--- config.mk ---
export PLATFORM = sky130hd
export DESIGN_NAME = mro_alloc
export DESIGN_NICKNAME = d
export VERILOG_FILES = /design/src/rtl/mro_alloc_pkg.sv /design/src/rtl/mro_alloc_slot.sv /design/src/rtl/mro_alloc.sv
export SDC_FILE = /design/constraint.sdc
export NUM_CORES = 1
export LEC_CHECK = 0
export BUFFER_PORTS_ARGS = -buffer_cell sky130_fd_sc_hd__buf_2
export CAP_MARGIN = 20
export CORE_MARGIN = 1
export CORE_UTILIZATION = 58
export CTS_CLUSTER_SIZE = 28
export DETAILED_ROUTE_END_ITERATION = 8
export GPL_TIMING_DRIVEN = 0
export PLACE_DENSITY = 0.89
export SLEW_MARGIN = 20
export SYNTH_ARGS = -nofsm -noshare
export SYNTH_HDL_FRONTEND = slang
export SYNTH_SLANG_ARGS = --single-unit
--- constraint.sdc ---
create_clock -name Clk -period 7.54 [get_ports Clk]
set_input_delay 1.508 -clock Clk [delete_from_list [all_inputs] [get_ports Clk]]
set_output_delay 1.508 -clock Clk [all_outputs]
set_load 0.01 [all_outputs]
--- src/rtl/mro_alloc_pkg.sv ---
// Shared constants and slot layout for the mro_alloc entry allocator.
package mro_alloc_pkg;

    localparam int MRO_ENTRIES_DEF = 4;
    localparam int MRO_DATA_W_DEF  = 32;

    typedef struct packed {
        logic                      is_rd_rsp;
        logic [MRO_DATA_W_DEF-1:0] data;
    } mro_slot_t;

endpackage

--- src/rtl/mro_alloc_slot.sv ---
// One allocator slot: valid, type and payload flops with set/clear/write enables.
// Payload is deliberately not reset; only valid and type are.
module mro_alloc_slot
    import mro_alloc_pkg::*;
#(
    parameter int DATA_W = MRO_DATA_W_DEF
) (
    input  logic              clk,
    input  logic              rst_n,
    input  logic              set_i,
    input  logic              clr_i,
    input  logic              is_rd_rsp_i,
    input  logic [DATA_W-1:0] data_i,
    output logic              valid_o,
    output logic              is_rd_rsp_o,
    output logic [DATA_W-1:0] data_o
);

    logic              valid_d, valid_q;
    logic              is_rd_rsp_d, is_rd_rsp_q;
    logic [DATA_W-1:0] data_d, data_q;

    // set and clr never hit the same slot in one cycle: a freed slot is not free
    always_comb begin
        valid_d     = valid_q;
        is_rd_rsp_d = is_rd_rsp_q;
        data_d      = data_q;
        if (set_i) begin
            valid_d     = 1'b1;
            is_rd_rsp_d = is_rd_rsp_i;
            data_d      = data_i;
        end else if (clr_i) begin
            valid_d     = 1'b0;
        end
    end

    always_ff @(posedge clk or negedge rst_n) begin
        if (!rst_n) begin
            valid_q     <= 1'b0;
            is_rd_rsp_q <= 1'b0;
        end else begin
            valid_q     <= valid_d;
            is_rd_rsp_q <= is_rd_rsp_d;
        end
    end

    always_ff @(posedge clk) begin
        data_q <= data_d;
    end

    assign valid_o     = valid_q;
    assign is_rd_rsp_o = is_rd_rsp_q;
    assign data_o      = data_q;

endmodule

--- src/rtl/mro_alloc.sv ---
// Entry allocator and payload buffer feeding the age-matrix tracker from the write side.
// Optional MRO_ALLOC_CHK_EN adds the ErrSticky tracker-consistency output.
module mro_alloc
    import mro_alloc_pkg::*;
#(
    parameter int MRO_MSB = MRO_ENTRIES_DEF - 1,
    parameter int DATA_W  = MRO_DATA_W_DEF
) (
    input  logic                        Clk,
    input  logic                        RstN,
    input  logic                        InValid,
    output logic                        InReady,
    input  logic                        InIsRdRsp,
    input  logic [DATA_W-1:0]           InData,
    output logic                        EnAlloc,
    output logic [MRO_MSB:0]            NextAlloc,
    output logic [MRO_MSB:0]            Dealloc,
    output logic [MRO_MSB:0]            Mask0,
    output logic [MRO_MSB:0]            Mask1,
    input  logic [MRO_MSB:0]            Oldest0,
    input  logic [MRO_MSB:0]            Oldest1,
    output logic                        Out0Valid,
    input  logic                        Out0Ready,
    output logic [DATA_W-1:0]           Out0Data,
    output logic                        Out1Valid,
    input  logic                        Out1Ready,
    output logic [DATA_W-1:0]           Out1Data,
    output logic [$clog2(MRO_MSB+1):0]  Count
`ifdef MRO_ALLOC_CHK_EN
   ,output logic                        ErrSticky
`endif
);

    localparam int ENTRIES = MRO_MSB + 1;
    localparam int CNT_W   = $clog2(ENTRIES) + 1;

    logic [MRO_MSB:0]  slot_valid;
    logic [MRO_MSB:0]  slot_is_rd_rsp;
    logic [DATA_W-1:0] slot_data [ENTRIES];
    logic [MRO_MSB:0]  free;
    logic [MRO_MSB:0]  first_free;
    logic [MRO_MSB:0]  alloc_onehot;
    logic              pop0, pop1;
    logic              rst_done_d, rst_done_q;
    logic [CNT_W-1:0]  count_d, count_q;

    for (genvar i = 0; i < ENTRIES; i++) begin : g_slot
        mro_alloc_slot #(
            .DATA_W (DATA_W)
        ) u_slot (
            .clk         (Clk),
            .rst_n       (RstN),
            .set_i       (alloc_onehot[i]),
            .clr_i       (Dealloc[i]),
            .is_rd_rsp_i (InIsRdRsp),
            .data_i      (InData),
            .valid_o     (slot_valid[i]),
            .is_rd_rsp_o (slot_is_rd_rsp[i]),
            .data_o      (slot_data[i])
        );
    end

    assign free = ~slot_valid;

    always_comb begin
        first_free = '0;
        for (int unsigned i = 0; i < ENTRIES; i++) begin
            if (free[i] && (first_free == '0)) begin
                first_free[i] = 1'b1;
            end
        end
    end

    // NextAlloc is held at zero until the block is out of reset
    assign NextAlloc    = rst_done_q ? first_free : '0;
    assign InReady      = rst_done_q & (|free);
    assign EnAlloc      = InValid & InReady;
    assign alloc_onehot = EnAlloc ? NextAlloc : '0;

    assign Mask0     = slot_valid & slot_is_rd_rsp;
    assign Mask1     = slot_valid & ~slot_is_rd_rsp;
    assign Out0Valid = |Mask0;
    assign Out1Valid = |Mask1;
    assign pop0      = Out0Valid & Out0Ready;
    assign pop1      = Out1Valid & Out1Ready;
    assign Dealloc   = (pop0 ? Oldest0 : '0) | (pop1 ? Oldest1 : '0);

    always_comb begin
        Out0Data = '0;
        Out1Data = '0;
        for (int unsigned i = 0; i < ENTRIES; i++) begin
            if (Oldest0[i]) Out0Data = Out0Data | slot_data[i];
            if (Oldest1[i]) Out1Data = Out1Data | slot_data[i];
        end
    end

    always_comb begin
        rst_done_d = 1'b1;
        count_d    = count_q + CNT_W'(EnAlloc) - CNT_W'(pop0) - CNT_W'(pop1);
    end

    always_ff @(posedge Clk or negedge RstN) begin
        if (!RstN) begin
            rst_done_q <= 1'b0;
            count_q    <= '0;
        end else begin
            rst_done_q <= rst_done_d;
            count_q    <= count_d;
        end
    end

    assign Count = count_q;

`ifdef MRO_ALLOC_CHK_EN
    logic err_d, err_q;
    logic chk_viol;

    always_comb begin
        chk_viol = 1'b0;
        if (Out0Valid) chk_viol = chk_viol | !$onehot(Oldest0) | (|(Oldest0 & ~Mask0));
        else           chk_viol = chk_viol | (|Oldest0);
        if (Out1Valid) chk_viol = chk_viol | !$onehot(Oldest1) | (|(Oldest1 & ~Mask1));
        else           chk_viol = chk_viol | (|Oldest1);
        err_d = err_q | chk_viol;
    end

    always_ff @(posedge Clk or negedge RstN) begin
        if (!RstN) err_q <= 1'b0;
        else       err_q <= err_d;
    end

    assign ErrSticky = err_q;
`endif

endmodule

* After elaboration in Yosys (flattened, before gate mapping)
Cells that the tools add are included.
** Word-level totals
- Register bits :: 140
- Input bits :: 46
- Output and inout port bits :: 87
- Logic and storage cells :: 69
** Operators by class
- $add $sub $neg :: 3
- Muxes and demuxes :: 24
- Bitwise gates (word level) :: 16
- Reduce and logical (&&, ||, !) cells :: 12
** Operator list (number)
- $mux W32 :: 8
- $or A32 B32 Y32 :: 6
- $mux W4 :: 4
- $mux W1 :: 12
- $reduce_or A4 Y1 :: 3
- $and A4 B4 Y4 :: 2
- $not A4 Y4 :: 2
- $reduce_bool A2 Y1 :: 4
- $sub A3 B1 Y3 :: 2
- $and A1 B1 Y1 :: 4
- $or A4 B4 Y4 :: 1
- $add A3 B1 Y3 :: 1
- $logic_and A1 B1 Y1 :: 3
- $logic_not A3 Y1 :: 1
- $logic_not A2 Y1 :: 1
- $not A1 Y1 :: 1

* Longest topological paths before layout
- Depth in word-level cells :: 14
- Depth in mapped cells :: 10
- Mapped depth without buffers :: 9

* Hierarchy
A second synthesis with hierarchy kept.
** Second synthesis, totals
- Cell total of the unflattened synthesis :: 419
- Area total of the unflattened synthesis :: 5958.2 sq um
** Modules (own cells, without submodules)
- mro_alloc_slot :: instances 4, cells an instance 37, area an instance 1038.5 sq um
- mro_alloc :: instances 1, cells an instance 271, area an instance 1804.2 sq um

* Least setup slack after synthesis
OpenSTA, ideal clock, no wires.
- Path kind :: in2reg
- From :: in InValid
- To :: reg g_slot[3].u_slot.is_rd_rsp_q
- Setup time :: 0.125 ns
- Data arrival time :: 3.925 ns
- Path slack :: 3.490 ns
- Stages on the path :: 3
- Buffers on the path :: 0
- Cells stage by stage :: inv_1 -> nor4_2 -> mux2_2
** Between the ends
- Longest elaborated chain between the ends :: 2
** Ends and longest elaborated chain
- start, declared :: line mro_alloc.sv:11 : input logic InValid,
- $and A1 B1 Y1 :: line mro_alloc.sv:77 : assign EnAlloc = InValid & InReady;
- $mux W4 :: line mro_alloc.sv:78 : assign alloc_onehot = EnAlloc ? NextAlloc : '0;
- via g_slot[3].u_slot.set_i :: line mro_alloc_slot.sv:10 : input logic set_i,
- end signal, assigned :: line mro_alloc_slot.sv:43 : is_rd_rsp_q <= is_rd_rsp_d;
- end, declared :: line mro_alloc_slot.sv:20 : logic is_rd_rsp_d, is_rd_rsp_q;
The timed path passes the listed nets, and every way through them passes these cells.
A chain may end at the register's enable or synchronous reset.

* Final worst setup path
- From :: in Oldest1[0]
- To :: out Out1Data[3]
** Between the ends
- Longest elaborated chain between the ends :: 7
** Ends and longest elaborated chain
- start, declared :: line mro_alloc.sv:21 : input logic [MRO_MSB:0] Oldest1,
- $mux W32 (*) :: line mro_alloc.sv:93 : if (Oldest1[i]) Out1Data = Out1Data | slot_data[i];
- $or A32 B32 Y32 :: line mro_alloc.sv:93
- $mux W32 (*) :: line mro_alloc.sv:93
- $or A32 B32 Y32 :: line mro_alloc.sv:93
- $mux W32 (*) :: line mro_alloc.sv:93
- $or A32 B32 Y32 :: line mro_alloc.sv:93
- $mux W32 (*) :: line mro_alloc.sv:93
- end, declared :: line mro_alloc.sv:27 : output logic [DATA_W-1:0] Out1Data,
Mark *: on every way between the ends. The rest lies on a longest branch, timed or not.

==> out/metrics.yaml <==
status: "finished clean"
min_path_type: "flop to flop"
postCtsSetupBuffers: 0
clockBufferDepth: 2
power_density_nw_per_um2: 293
grt_pass1_wl_um: 24300
tns_ns: 0
tightest_slew_ns: 0.842
crit_slowest_cell: "clkbuf_1"
overflow: 0
crit_path_max_fanout: 10
critPathTopFamily: "buffers and inverters"
drt_iter0_markers: 471
finalSetupViolations: 0
hold_buffers: 0
grt_pass1_vias: 4678
path_class: "primary input to primary output"
cp_cell_sequence: "clkbuf_1, clkbuf_1, a22oi_1, nand2_1, buf_2"
syn_nets: 498
io_pins: 133
path_clk_slew_ns: 0.06
yosysTopAreaCell: "edfxtp_1"
h-tree-depth: 4
cts_root_buf: "clkbuf_8"
drv_cap: 0
area_delta_synth_final_pct: 23.8
yosysSeqAreaShare_pct: 68.9
skew_ns: 0.00610
gp_congestion: 0.841
rsz0062_at_grt: "no"
placed_area_um2: 6880
clk_latency_ns: 0.52
fmax_mhz: 232
startpoint_type: "primary input"
post-route-period-util_pct: 57.1
tritoncts: "yes"
worst_path_most_repeated_cell: "clkbuf_1"
synth_most_common_cell: "a22oi_1"
worstSetupEndpointType: "primary output"
drive_above_1_share_pct: 28.9
clock-sinks: 140
grt_util_all_layers_pct: 29.9
layout.nets: 646
fin_util_pct: 75.2
initial_core_util_pct: 60.7
firstDrtPassIters: 6
drtAntennaViolNets: 0
post-route-min-period_ns: 4.31
yosysTopAreaCellShare_pct: 63.9
worstPathRequired_ns: 6.03
core-area_um2: 9910
synth_area_leaders: "edfxtp_1 64%, a22oi_1 16%, dfrtp_1 5.0%"
cts_made_buffers: 17
wl_per_cell_um: 21.1
p_leak_uw: 0.00293
synth.cell_area_um2: 6020
synth_cell_types: 31
antenna_found_initial: 2
dp_hpwl_um: 10000
post_cts_resized: 0
design_area_um2: 7450
die_height_um: 104
viasPerCell: 6.31
grt_max_degree: 33
synth_edf_count: 128
irDropWorstVdd_uv: 148
cp.arrival_ns: 2.80
die_w_um: 104
crit_buf_inv: 3
max_stage_delay_ns: 0.53
syn_avg_cell_area_um2: 13.4
async_flop_share_pct: 8.57
io_buffer_count: 124
finalHoldViolCount: 0
num_vias: 4688
yosys-top-cells-count: "129 x a22oi_1, 128 x edfxtp_1, 77 x nand2_1"
synthCells: 448
die-area_um2: 10800
row_count: 36
drv_slew: 0
drc: 0
r2r_slack_ns: 5.04
wirelength_um: 15700
relSlewSlack_pct: 43.9
synth_flop_cell: "edfxtp_1"
ys_warn_count: 0
ys_ff_latch: 140
==> where the power goes <==
| part | leakage, uW | total (uW) | switching, uW | internal, uW |
|---|---|---|---|---|
| sequential | 0.00131 | 980 | 48.8 | 931 |
| combinational | 0.00135 | 419 | 245 | 173 |
| clock | 0.000271 | 785 | 314 | 471 |
| total | 0.00293 | 2180 | 608 | 1580 |
==> worst register-to-register path, cell delays in order, from the launching register on <==
cell and delay [ns]:
dfrtp_1 0.47, a22oi_1 0.40, nand2_1 0.14, and2_1 0.20, fa_1 0.49, inv_1 0.05, ha_1 0.17, ha_1 0.21
xnor2_1 0.17, xnor2_1 0.13
==> metrics by stage <==
step | setup slack, ns | hold slack (ns) | power [uW] | instances
finish | 3.23 | 0.517 | 2180 | 743
global placement | 2.05 | 0.490 | 1380 | 705
detailed placement | 3.28 | 0.512 | 1410 | 710
global route | 3.15 | 0.574 | 2270 | 743
floorplan | 3.49 | 0.510 | 1240 | 448
CTS | 3.26 | 0.526 | 2180 | 742
==> per-layer routing <==
| metal | global-route usage (%) | vias to the layer above | part of all wire [%] |
|---|---|---|---|
| met2 | 49.2 | 328 | 51 |
| met1 | 37.7 | 2279 | 37 |
| met3 | 7.83 | 37 | 9.6 |
| met5 | 0 | - | 0.083 |
| li1 | - | 2042 | - |
| met4 | 12.9 | 2 | 2.5 |
==> logic make-up (layout without fill, tap and decap cells) <==
family | after synthesis | count (layout) | share of synthesized area (%)
other cells | 1 | 2 | 0.0623
mux | 4 | 4 | 0.811
buf+inv | 54 | 215 | 3.64
flops | 140 | 140 | 68.9
compound gates | 142 | 142 | 17.7
xor+xnor | 2 | 2 | 0.291
simple gates | 101 | 101 | 7.63
fa+ha+maj | 4 | 4 | 0.957
==> cells in the final DEF, fill, tap and decap left out, types with 2 or more instances in the layout <==
master / count
buf_4: 5
and2_1: 7
a22oi_1: 129
clkinvlp_4: 3
nand2b_1: 4
clkinv_4: 3
inv_2: 3
buf_2: 125
o31ai_1: 3
bufinv_16: 2
clkbuf_1: 30
nand2_1: 77
edfxtp_1: 128
xnor2_1: 2
buf_6: 3
mux2_2: 3
a41oi_1: 4
buf_1: 3
inv_1: 14
clkbuf_16: 16
dfrtp_1: 12
nand4_1: 2
a21oi_1: 4
clkinv_2: 4
inv_6: 2
or2_1: 4
ha_1: 3
==> registers in the layout, summed over array words and instances (netlist names) <==
signal                     cells
g_slot.u_slot.valid_o          4
Count                          3
g_slot.u_slot.data_o         128
rst_done_q                     1
g_slot.u_slot.is_rd_rsp_o      4
==> worst paths after layout <==
path                                                       from                                  endpoint  cells past startpoint
min in group asynchronous                                  RstN      g_slot[0].u_slot.valid_o$_DFFE_PN0P_                      1
max                                                  Oldest1[0]                               Out1Data[3]                      5
max reg2reg                g_slot[3].u_slot.valid_o$_DFFE_PN0P_                        Count[2]$_DFF_PN0_                      9
max in group asynchronous                                  RstN  g_slot[3].u_slot.is_rd_rsp_o$_DFFE_PN0P_                      1
min reg2reg                                  Count[0]$_DFF_PN0_                        Count[0]$_DFF_PN0_                      1
min                                          Count[0]$_DFF_PN0_                        Count[0]$_DFF_PN0_                      1
==> area by class of cell <==
type | count | area [um^2]
Buffer | 37 | 155
Antenna cell | 1 | 2.50
Clock buffer | 18 | 418
Timing Repair Buffer | 129 | 689
Multi-Input combinational cell | 254 | 1660
Clock inverter | 14 | 146
Fill cell | 621 | 2460
Inverter | 17 | 63.8
Tap cell | 133 | 166
Sequential cell | 140 | 4140
(Power assumes the default switching activity.)
